[src/rtl/apb_regbank_slave.sv]
// APB3/APB4 slave register bank: CTRL (wait states), saturating ERRCNT and
// general byte-lane-writable registers, with registered PREADY/PSLVERR/PRDATA.
`timescale 1ns/1ps

module apb_regbank_slave #(
  parameter int PADDR_SIZE = 10,
  parameter int PDATA_SIZE = 8,
  parameter int NUM_REGS   = 16
) (
  input  logic                           PCLK,
  input  logic                           PRESETn,
  input  logic                           PSEL,
  input  logic                           PENABLE,
  input  logic [2:0]                     PPROT,
  input  logic                           PWRITE,
  input  logic [PDATA_SIZE/8-1:0]        PSTRB,
  input  logic [PADDR_SIZE-1:0]          PADDR,
  input  logic [PDATA_SIZE-1:0]          PWDATA,
  output logic [PDATA_SIZE-1:0]          PRDATA,
  output logic                           PREADY,
  output logic                           PSLVERR,
  output logic [NUM_REGS*PDATA_SIZE-1:0] REG_Q
);

  localparam int STRB_W   = PDATA_SIZE / 8;
  localparam int ADDR_LSB = $clog2(STRB_W);
  localparam int IDX_W    = PADDR_SIZE - ADDR_LSB;

  typedef enum logic [1:0] {
    ST_IDLE,
    ST_WAIT,
    ST_RESP
  } state_e;

  state_e                  state_q, state_d;
  logic [IDX_W-1:0]        idx_q, idx_d;
  logic                    write_q, write_d;
  logic [STRB_W-1:0]       strb_q, strb_d;
  logic [PDATA_SIZE-1:0]   wdata_q, wdata_d;
  logic                    err_q, err_d;
  logic [3:0]              wcnt_q, wcnt_d;
  logic [PDATA_SIZE-1:0]   prdata_q, prdata_d;
  logic                    pready_q, pready_d;
  logic                    pslverr_q, pslverr_d;
  logic [PDATA_SIZE-1:0]   regs_q [NUM_REGS];
  logic [PDATA_SIZE-1:0]   regs_d [NUM_REGS];

  logic                    setup;
  logic [IDX_W-1:0]        setup_idx;
  logic                    setup_err;
  logic [3:0]              ctrl_wait;
  logic                    ready_fire;
  logic                    commit;
  logic [IDX_W-1:0]        sel_idx;
  logic                    sel_err;
  logic [PDATA_SIZE-1:0]   rd_word;
  logic                    unused_inputs;

  // Upper PPROT bits carry no meaning here; low PADDR bits are folded away too.
  assign unused_inputs = ^{PPROT[2:1], PADDR};

  assign setup     = PSEL && !PENABLE;
  assign setup_idx = PADDR[PADDR_SIZE-1:ADDR_LSB];
  assign ctrl_wait = regs_q[0][3:0];

  always_comb begin
    setup_err = 1'b0;
    if ({1'b0, setup_idx} >= (IDX_W+1)'(NUM_REGS)) begin
      setup_err = 1'b1;
    end
    if (PWRITE && (setup_idx == IDX_W'(1))) begin
      setup_err = 1'b1;
    end
    if (PWRITE && (setup_idx == '0) && !PPROT[0]) begin
      setup_err = 1'b1;
    end
  end

  // A zero-wait transfer fetches its read data straight from the setup inputs.
  always_comb begin
    if (state_q == ST_IDLE) begin
      sel_idx = setup_idx;
      sel_err = setup_err;
    end else begin
      sel_idx = idx_q;
      sel_err = err_q;
    end
  end

  always_comb begin
    rd_word = '0;
    for (int i = 0; i < NUM_REGS; i++) begin
      if (sel_idx == IDX_W'(i)) begin
        rd_word = regs_q[i];
      end
    end
  end

  always_ff @(posedge PCLK) begin
    if (!PRESETn) begin
      state_q   <= ST_IDLE;
      idx_q     <= '0;
      write_q   <= 1'b0;
      strb_q    <= '0;
      wdata_q   <= '0;
      err_q     <= 1'b0;
      wcnt_q    <= '0;
      prdata_q  <= '0;
      pready_q  <= 1'b0;
      pslverr_q <= 1'b0;
      regs_q    <= '{default: '0};
    end else begin
      state_q   <= state_d;
      idx_q     <= idx_d;
      write_q   <= write_d;
      strb_q    <= strb_d;
      wdata_q   <= wdata_d;
      err_q     <= err_d;
      wcnt_q    <= wcnt_d;
      prdata_q  <= prdata_d;
      pready_q  <= pready_d;
      pslverr_q <= pslverr_d;
      regs_q    <= regs_d;
    end
  end

  always_comb begin
    state_d = state_q;
    case (state_q)
      ST_IDLE: begin
        if (setup) begin
          state_d = (ctrl_wait == 4'd0) ? ST_RESP : ST_WAIT;
        end
      end
      ST_WAIT: begin
        if (!PSEL) begin
          state_d = ST_IDLE;
        end else if (wcnt_q == 4'd1) begin
          state_d = ST_RESP;
        end
      end
      ST_RESP: state_d = ST_IDLE;
      default: state_d = ST_IDLE;
    endcase
  end

  assign ready_fire = ((state_q == ST_IDLE) && setup && (ctrl_wait == 4'd0)) ||
                      ((state_q == ST_WAIT) && PSEL && (wcnt_q == 4'd1));
  assign commit     = (state_q == ST_RESP) && PSEL;

  always_comb begin
    idx_d     = idx_q;
    write_d   = write_q;
    strb_d    = strb_q;
    wdata_d   = wdata_q;
    err_d     = err_q;
    wcnt_d    = wcnt_q;
    prdata_d  = '0;
    pready_d  = 1'b0;
    pslverr_d = 1'b0;
    regs_d    = regs_q;

    if ((state_q == ST_IDLE) && setup) begin
      idx_d   = setup_idx;
      write_d = PWRITE;
      strb_d  = PSTRB;
      wdata_d = PWDATA;
      err_d   = setup_err;
      wcnt_d  = ctrl_wait;
    end

    if ((state_q == ST_WAIT) && PSEL) begin
      wcnt_d = wcnt_q - 4'd1;
    end

    if (ready_fire) begin
      pready_d  = 1'b1;
      pslverr_d = sel_err;
      prdata_d  = sel_err ? '0 : rd_word;
    end

    // Erroring transfers never write, so ERRCNT and a lane write cannot collide.
    if (commit) begin
      for (int i = 0; i < NUM_REGS; i++) begin
        for (int b = 0; b < STRB_W; b++) begin
          if (write_q && !err_q && (idx_q == IDX_W'(i)) && strb_q[b]) begin
            regs_d[i][b*8 +: 8] = wdata_q[b*8 +: 8];
          end
        end
      end
      if (pslverr_q && (regs_q[1] != '1)) begin
        regs_d[1] = regs_q[1] + 1'b1;
      end
    end
  end

  assign PRDATA  = prdata_q;
  assign PREADY  = pready_q;
  assign PSLVERR = pslverr_q;

  always_comb begin
    REG_Q = '0;
    for (int i = 0; i < NUM_REGS; i++) begin
      REG_Q[i*PDATA_SIZE +: PDATA_SIZE] = regs_q[i];
    end
  end

endmodule

[config.mk]
export PLATFORM = sky130hd
export DESIGN_NAME = apb_regbank_slave
export DESIGN_NICKNAME = d
export VERILOG_FILES = /design/src/rtl/apb_regbank_slave.sv
export SDC_FILE = /design/constraint.sdc
export NUM_CORES = 1
export LEC_CHECK = 0
export ABC_CLOCK_PERIOD_IN_PS = 2820
export CAP_MARGIN = 20
export CORE_MARGIN = 4
export CORE_UTILIZATION = 52
export CTS_CLUSTER_SIZE = 20
export DETAILED_ROUTE_END_ITERATION = 8
export GPL_TIMING_DRIVEN = 0
export PLACE_DENSITY = 0.81
export SLEW_MARGIN = 20
export SYNTH_ARGS = -nofsm -noshare
export SYNTH_HDL_FRONTEND = slang
export SYNTH_SLANG_ARGS = --single-unit
[constraint.sdc]
create_clock -name PCLK -period 2.82 [get_ports PCLK]
set_input_delay 0.282 -clock PCLK [delete_from_list [all_inputs] [get_ports PCLK]]
set_output_delay 0.282 -clock PCLK [all_outputs]
set_load 0.01 [all_outputs]
==> results_tabular.tex <==
\begin{tabular}{lr}
\hline
Metric & Value \\
\hline
\multicolumn{2}{l}{\textbf{Outcome}} \\
\quad Run status & finished with violations \\
\quad Violations in the final reports & setup timing \\
\multicolumn{2}{l}{\textbf{Clock tree}} \\
\quad Deepest clock path buffer count & 2 \\
\quad Root Driver & sky130\_fd\_sc\_hd\_\_clkbuf\_16 \\
\quad Clock tree from TritonCTS & built \\
\quad Clk\_lat worst skew & 430 ps \\
\quad Worst-path clk slew & roughly 70 ps \\
\quad Num Clock Sinks & 165 \\
\quad Number of CTS-inserted buffers & 17 \\
\quad Max H-tree Level & 4 \\
\multicolumn{2}{l}{\textbf{Floorplanning}} \\
\quad Number of I/O pins & 165 \\
\quad Die span in y & 133 µm \\
\quad Die Area & 0.0177 mm² \\
\quad Initial Util & a little over half \\
\quad Placeable Area & 0.0153 mm² \\
\quad Die Span X & 133 µm \\
\quad Standard-cell rows & 45 \\
\multicolumn{2}{l}{\textbf{Synth}} \\
\quad EDFF count, synth & 0 \\
\quad Sequential-to-total area share from yosys stat & 40.7\% \\
\quad Yosys reg bits & approximately 170 \\
\quad Warning count from the yosys run & 0 \\
\quad Net count after synthesis & 1003 \\
\quad Post-synthesis area per instance & 8.35 µm² \\
\quad Count of cell types in the netlist & 79 \\
\quad Synthesized instance count & 973 \\
\quad Cell area after synthesis & 0.00812 mm² \\
\quad Fraction of synthesis flops using an asynchronous set or reset pin & 0\% \\
\quad Top flip-flop cell by instance count after synthesis & sky130\_fd\_sc\_hd\_\_dfxtp\_1 \\
\multicolumn{2}{l}{\textbf{Critical path}} \\
\quad Count of buffer and inverter cells on the critical path & 3 \\
\quad Arrival time of the worst setup path & 3200 ps \\
\quad Slowest stage delay, CP & 600 ps \\
\quad Required arrival time at the worst endpoint & 3190 ps \\
\quad Capture instance of the worst register-to-register path & PRDATA[5] \\
\quad CP endpoint kind & flip-flop \\
\quad Depth of the most critical reg-to-reg path & 10 \\
\quad Critical-path maximum fanout & 10 \\
\quad Startpoint of the worst register-to-register path & state\_q[1] \\
\quad CP delay by family, top & compound AO/OA/AOI/OAI gates \\
\quad Cell repeated most along the worst path & sky130\_fd\_sc\_hd\_\_buf\_6 \\
\quad Worst-path cell with the longest stage delay & sky130\_fd\_sc\_hd\_\_o31ai\_1 \\
\quad R2R setup slack & -10 ps \\
\quad Critical Path Start Type & flip-flop \\
\quad Critical path, cell by cell & buf\_6, or2\_0, buf\_2, buf\_6, nand3\_1, o31ai\_1, nor2\_1, and3\_1, a21oi\_1, o21a\_1 \\
\quad Critical path class & flip-flop to flip-flop \\
\multicolumn{2}{l}{\textbf{Global route}} \\
\quad Total global-route track usage & 32.4\% \\
\quad Antenna violations before repair & 1 \\
\quad Global-route wire length before repair & $\sim$45 mm \\
\quad Vias in the first global route & 8005 \\
\quad Pin count of the biggest net entering global routing & 17 \\
\quad Residual overflow from global routing & 0 \\
\multicolumn{2}{l}{\textbf{Route}} \\
\quad Initial DRC count & 1019 \\
\quad Detailed Route WL & about 29 mm \\
\quad Vias per std cell & 6.10 \\
\quad Drt first pass iters & 6 \\
\quad Drt wl/cell & 21.0 µm \\
\quad Antenna-violating nets left & 0 \\
\quad DR vias & 8405 \\
\quad Post-route DRC & 0 \\
\multicolumn{2}{l}{\textbf{Timing}} \\
\quad Unrepaired setup endpoints after global routing & no \\
\quad Maximum clock skew at final layout & 9.17 ps \\
\quad Final setup margin & -12.1 ps \\
\quad Max Freq & 353 MHz \\
\quad Endpoints failing setup & 1 \\
\quad Final-report hold violation count & 0 \\
\quad Slew Limit Headroom & 38.1\% \\
\quad Period utilisation layout & 100\% \\
\quad Tightest Pin Transition & 928 ps \\
\quad Post-layout min period & 2830 ps \\
\quad Number of max-slew violations in the final report & 0 \\
\multicolumn{2}{l}{\textbf{Hold path}} \\
\quad Hold path startpoint & PADDR[0] \\
\quad Classification of the worst-slack hold path & primary input to flip-flop \\
\quad Endpoint of the worst hold-timing path & idx\_q[0] \\
\quad Hold Crit Depth & 3 \\
\multicolumn{2}{l}{\textbf{Place}} \\
\quad Placed cells & approximately 1300 \\
\quad Placer Congestion & 0.948 \\
\quad Pre-CTS setup slack & -300 ps \\
\quad Post-detailed-placement half-perimeter wirelength & slightly above 20 mm \\
\quad PortBufs & between 150 and 200 \\
\multicolumn{2}{l}{\textbf{Run}} \\
\quad Max capacitance violation total & 0 \\
\multicolumn{2}{l}{\textbf{Power}} \\
\quad Power per cell area & 466 mW/mm² \\
\quad Lkg Pwr & 3.48 nW \\
\quad VDD IR max & 0.000389 V \\
\quad Overall Power & 0.00493 W \\
\multicolumn{2}{l}{\textbf{Cells and area}} \\
\quad Fraction of final layout cells sized beyond drive strength 1 & 8.07\% \\
\quad \# fillers & approximately 1200 \\
\quad Multi-input combinational cell area & about 0.0045 mm² \\
\quad Final-stage net count & 1182 \\
\quad Area growth, synth to finish & 30.1\% \\
\quad Cell Count, Final, Fillers Out & 1377 \\
\quad Sequential cell area & between 0.003 and 0.004 mm² \\
\hline
\end{tabular}
==> layout by cell type (no fill, tap or decap), types with 6 or more instances in the layout <==
cell / instances
sky130_fd_sc_hd__nor2_1: 22
sky130_fd_sc_hd__buf_4: 8
sky130_fd_sc_hd__and2_1: 8
sky130_fd_sc_hd__o22ai_1: 15
sky130_fd_sc_hd__mux2i_1: 13
sky130_fd_sc_hd__nor2b_1: 17
sky130_fd_sc_hd__a21boi_0: 75
sky130_fd_sc_hd__clkbuf_16: 17
sky130_fd_sc_hd__clkbuf_8: 6
sky130_fd_sc_hd__dfxtp_1: 165
sky130_fd_sc_hd__a21boi_1: 60
sky130_fd_sc_hd__clkbuf_1: 47
sky130_fd_sc_hd__a22oi_1: 18
sky130_fd_sc_hd__nand3_1: 62
sky130_fd_sc_hd__clkdlybuf4s50_1: 160
sky130_fd_sc_hd__buf_2: 11
sky130_fd_sc_hd__o21ai_0: 15
sky130_fd_sc_hd__o221ai_1: 6
sky130_fd_sc_hd__inv_1: 9
sky130_fd_sc_hd__nand2b_1: 9
sky130_fd_sc_hd__a21oi_1: 16
sky130_fd_sc_hd__a22o_1: 8
sky130_fd_sc_hd__nand2_1: 263
sky130_fd_sc_hd__and3_1: 8
==> cell type report <==
class                           count  area share [%]
Multi-Input combinational cell    730            42.2
Sequential cell                   165            31.3
Timing Repair Buffer              160            15.2
Clock buffer                       25            4.88
Buffer                             69            3.22
Tap cell                          211            2.50
Clock inverter                      7           0.426
Inverter                            9           0.320
Antenna cell                        1          0.0237
==> report_power, final <==
| part | internal (W) | switching (W) |
|---|---|---|
| Clock | 0.00126 | 0.000948 |
| Combinational | 0.000124 | 0.000229 |
| Sequential | 0.00235 | 0.0000142 |
==> per-layer routing <==
layer	vias to the layer above	routed length [µm]	global-route usage, %
li1	3781	-	-
met1	3984	11800	43.6
met2	543	12600	48.6
met3	97	3040	6.81
met4	0	1580	17.6
met5	-	0	0
==> worst max path at each step <==
stage | startpoint | to | cells past startpoint | slack (ps)
CTS | state_q[1] | PRDATA[4] | 9 | 120
detailed placement | PADDR[4] | PRDATA[5] | 8 | -300
floorplan | REG_Q[8] | REG_Q[9] | 8 | 780
global route | idx_q[2] | PRDATA[5] | 7 | 20
finish | state_q[1] | PRDATA[5] | 10 | -10
global placement | PADDR[4] | PRDATA[0] | 9 | -230
==> synth_stat cells, types with 5 or more instances <==
| master | n | area [µm²] |
|---|---|---|
| sky130_fd_sc_hd__a211o_1 | 5 | 43.8 |
| sky130_fd_sc_hd__a21boi_0 | 75 | 563 |
| sky130_fd_sc_hd__a21boi_1 | 60 | 450 |
| sky130_fd_sc_hd__a21oi_1 | 16 | 80.1 |
| sky130_fd_sc_hd__a22o_1 | 8 | 70.1 |
| sky130_fd_sc_hd__a22oi_1 | 18 | 135 |
| sky130_fd_sc_hd__and2_1 | 8 | 50.1 |
| sky130_fd_sc_hd__and3_1 | 8 | 50.1 |
| sky130_fd_sc_hd__buf_2 | 11 | 55.1 |
| sky130_fd_sc_hd__buf_4 | 8 | 60.1 |
| sky130_fd_sc_hd__buf_6 | 5 | 56.3 |
| sky130_fd_sc_hd__clkbuf_1 | 45 | 169 |
| sky130_fd_sc_hd__dfxtp_1 | 165 | 3300 |
| sky130_fd_sc_hd__inv_1 | 9 | 33.8 |
| sky130_fd_sc_hd__mux2i_1 | 13 | 130 |
| sky130_fd_sc_hd__nand2_1 | 263 | 987 |
| sky130_fd_sc_hd__nand2b_1 | 9 | 56.3 |
| sky130_fd_sc_hd__nand3_1 | 62 | 310 |
| sky130_fd_sc_hd__nor2_1 | 22 | 82.6 |
| sky130_fd_sc_hd__nor2b_1 | 17 | 106 |
| sky130_fd_sc_hd__nor3_1 | 5 | 25.0 |
| sky130_fd_sc_hd__o21a_1 | 5 | 37.5 |
| sky130_fd_sc_hd__o21ai_0 | 16 | 80.1 |
| sky130_fd_sc_hd__o221ai_1 | 6 | 52.6 |
| sky130_fd_sc_hd__o22a_1 | 5 | 43.8 |
| sky130_fd_sc_hd__o22ai_1 | 15 | 93.8 |
==> worst register-to-register path, stage by stage, from the launching register on <==
cell and delay (ps):
sky130_fd_sc_hd__dfxtp_1 320, sky130_fd_sc_hd__buf_6 150, sky130_fd_sc_hd__or2_0 110, sky130_fd_sc_hd__buf_2 200, sky130_fd_sc_hd__buf_6 210, sky130_fd_sc_hd__nand3_1 100
sky130_fd_sc_hd__o31ai_1 600, sky130_fd_sc_hd__nor2_1 250, sky130_fd_sc_hd__and3_1 250, sky130_fd_sc_hd__a21oi_1 360, sky130_fd_sc_hd__o21a_1 220
==> sequential cells by signal, indices dropped and copies added, names as in the netlist, 2 cells and up <==
register  cells
PRDATA        8
REG_Q       128
idx_q        10
state_q       2
wcnt_q        4
wdata_q       8
==> through the flow <==
stage / TNS (ps) / area, µm² / hold slack [ps] / utilization, %
finish: -12.1 / 10600 / 199 / 69.2
detailed placement: -1430 / 9990 / 463 / 65.5
floorplan: 0 / 8120 / 427 / -
CTS: 0 / 10600 / 193 / 69.1
global placement: -1180 / 9990 / 453 / 65.5
global route: 0 / 10600 / 211 / 69.2
==> cell families (layout without fill, tap and decap cells) <==
logic type                 after synthesis  after routing  share of synthesized area (%)
buffers and inverters                   78            270                           4.60
and+or+nand+nor                        434            434                           25.6
DFF                                    165            165                           40.7
other                                    0              1                              0
muxes                                   13             13                           1.60
adders and majority gates                3              3                          0.462
AOI/OAI and AO/OA                      280            280                           27.1
==> repair_timing <==
action / in CTS / in global routing
endpoints found under the setup margin: 0 / 4
buffers inserted: 0 / 0
resized for setup: 0 / 3
hold buffers: 0 / 0
Power figures use the tool's default switching activity.
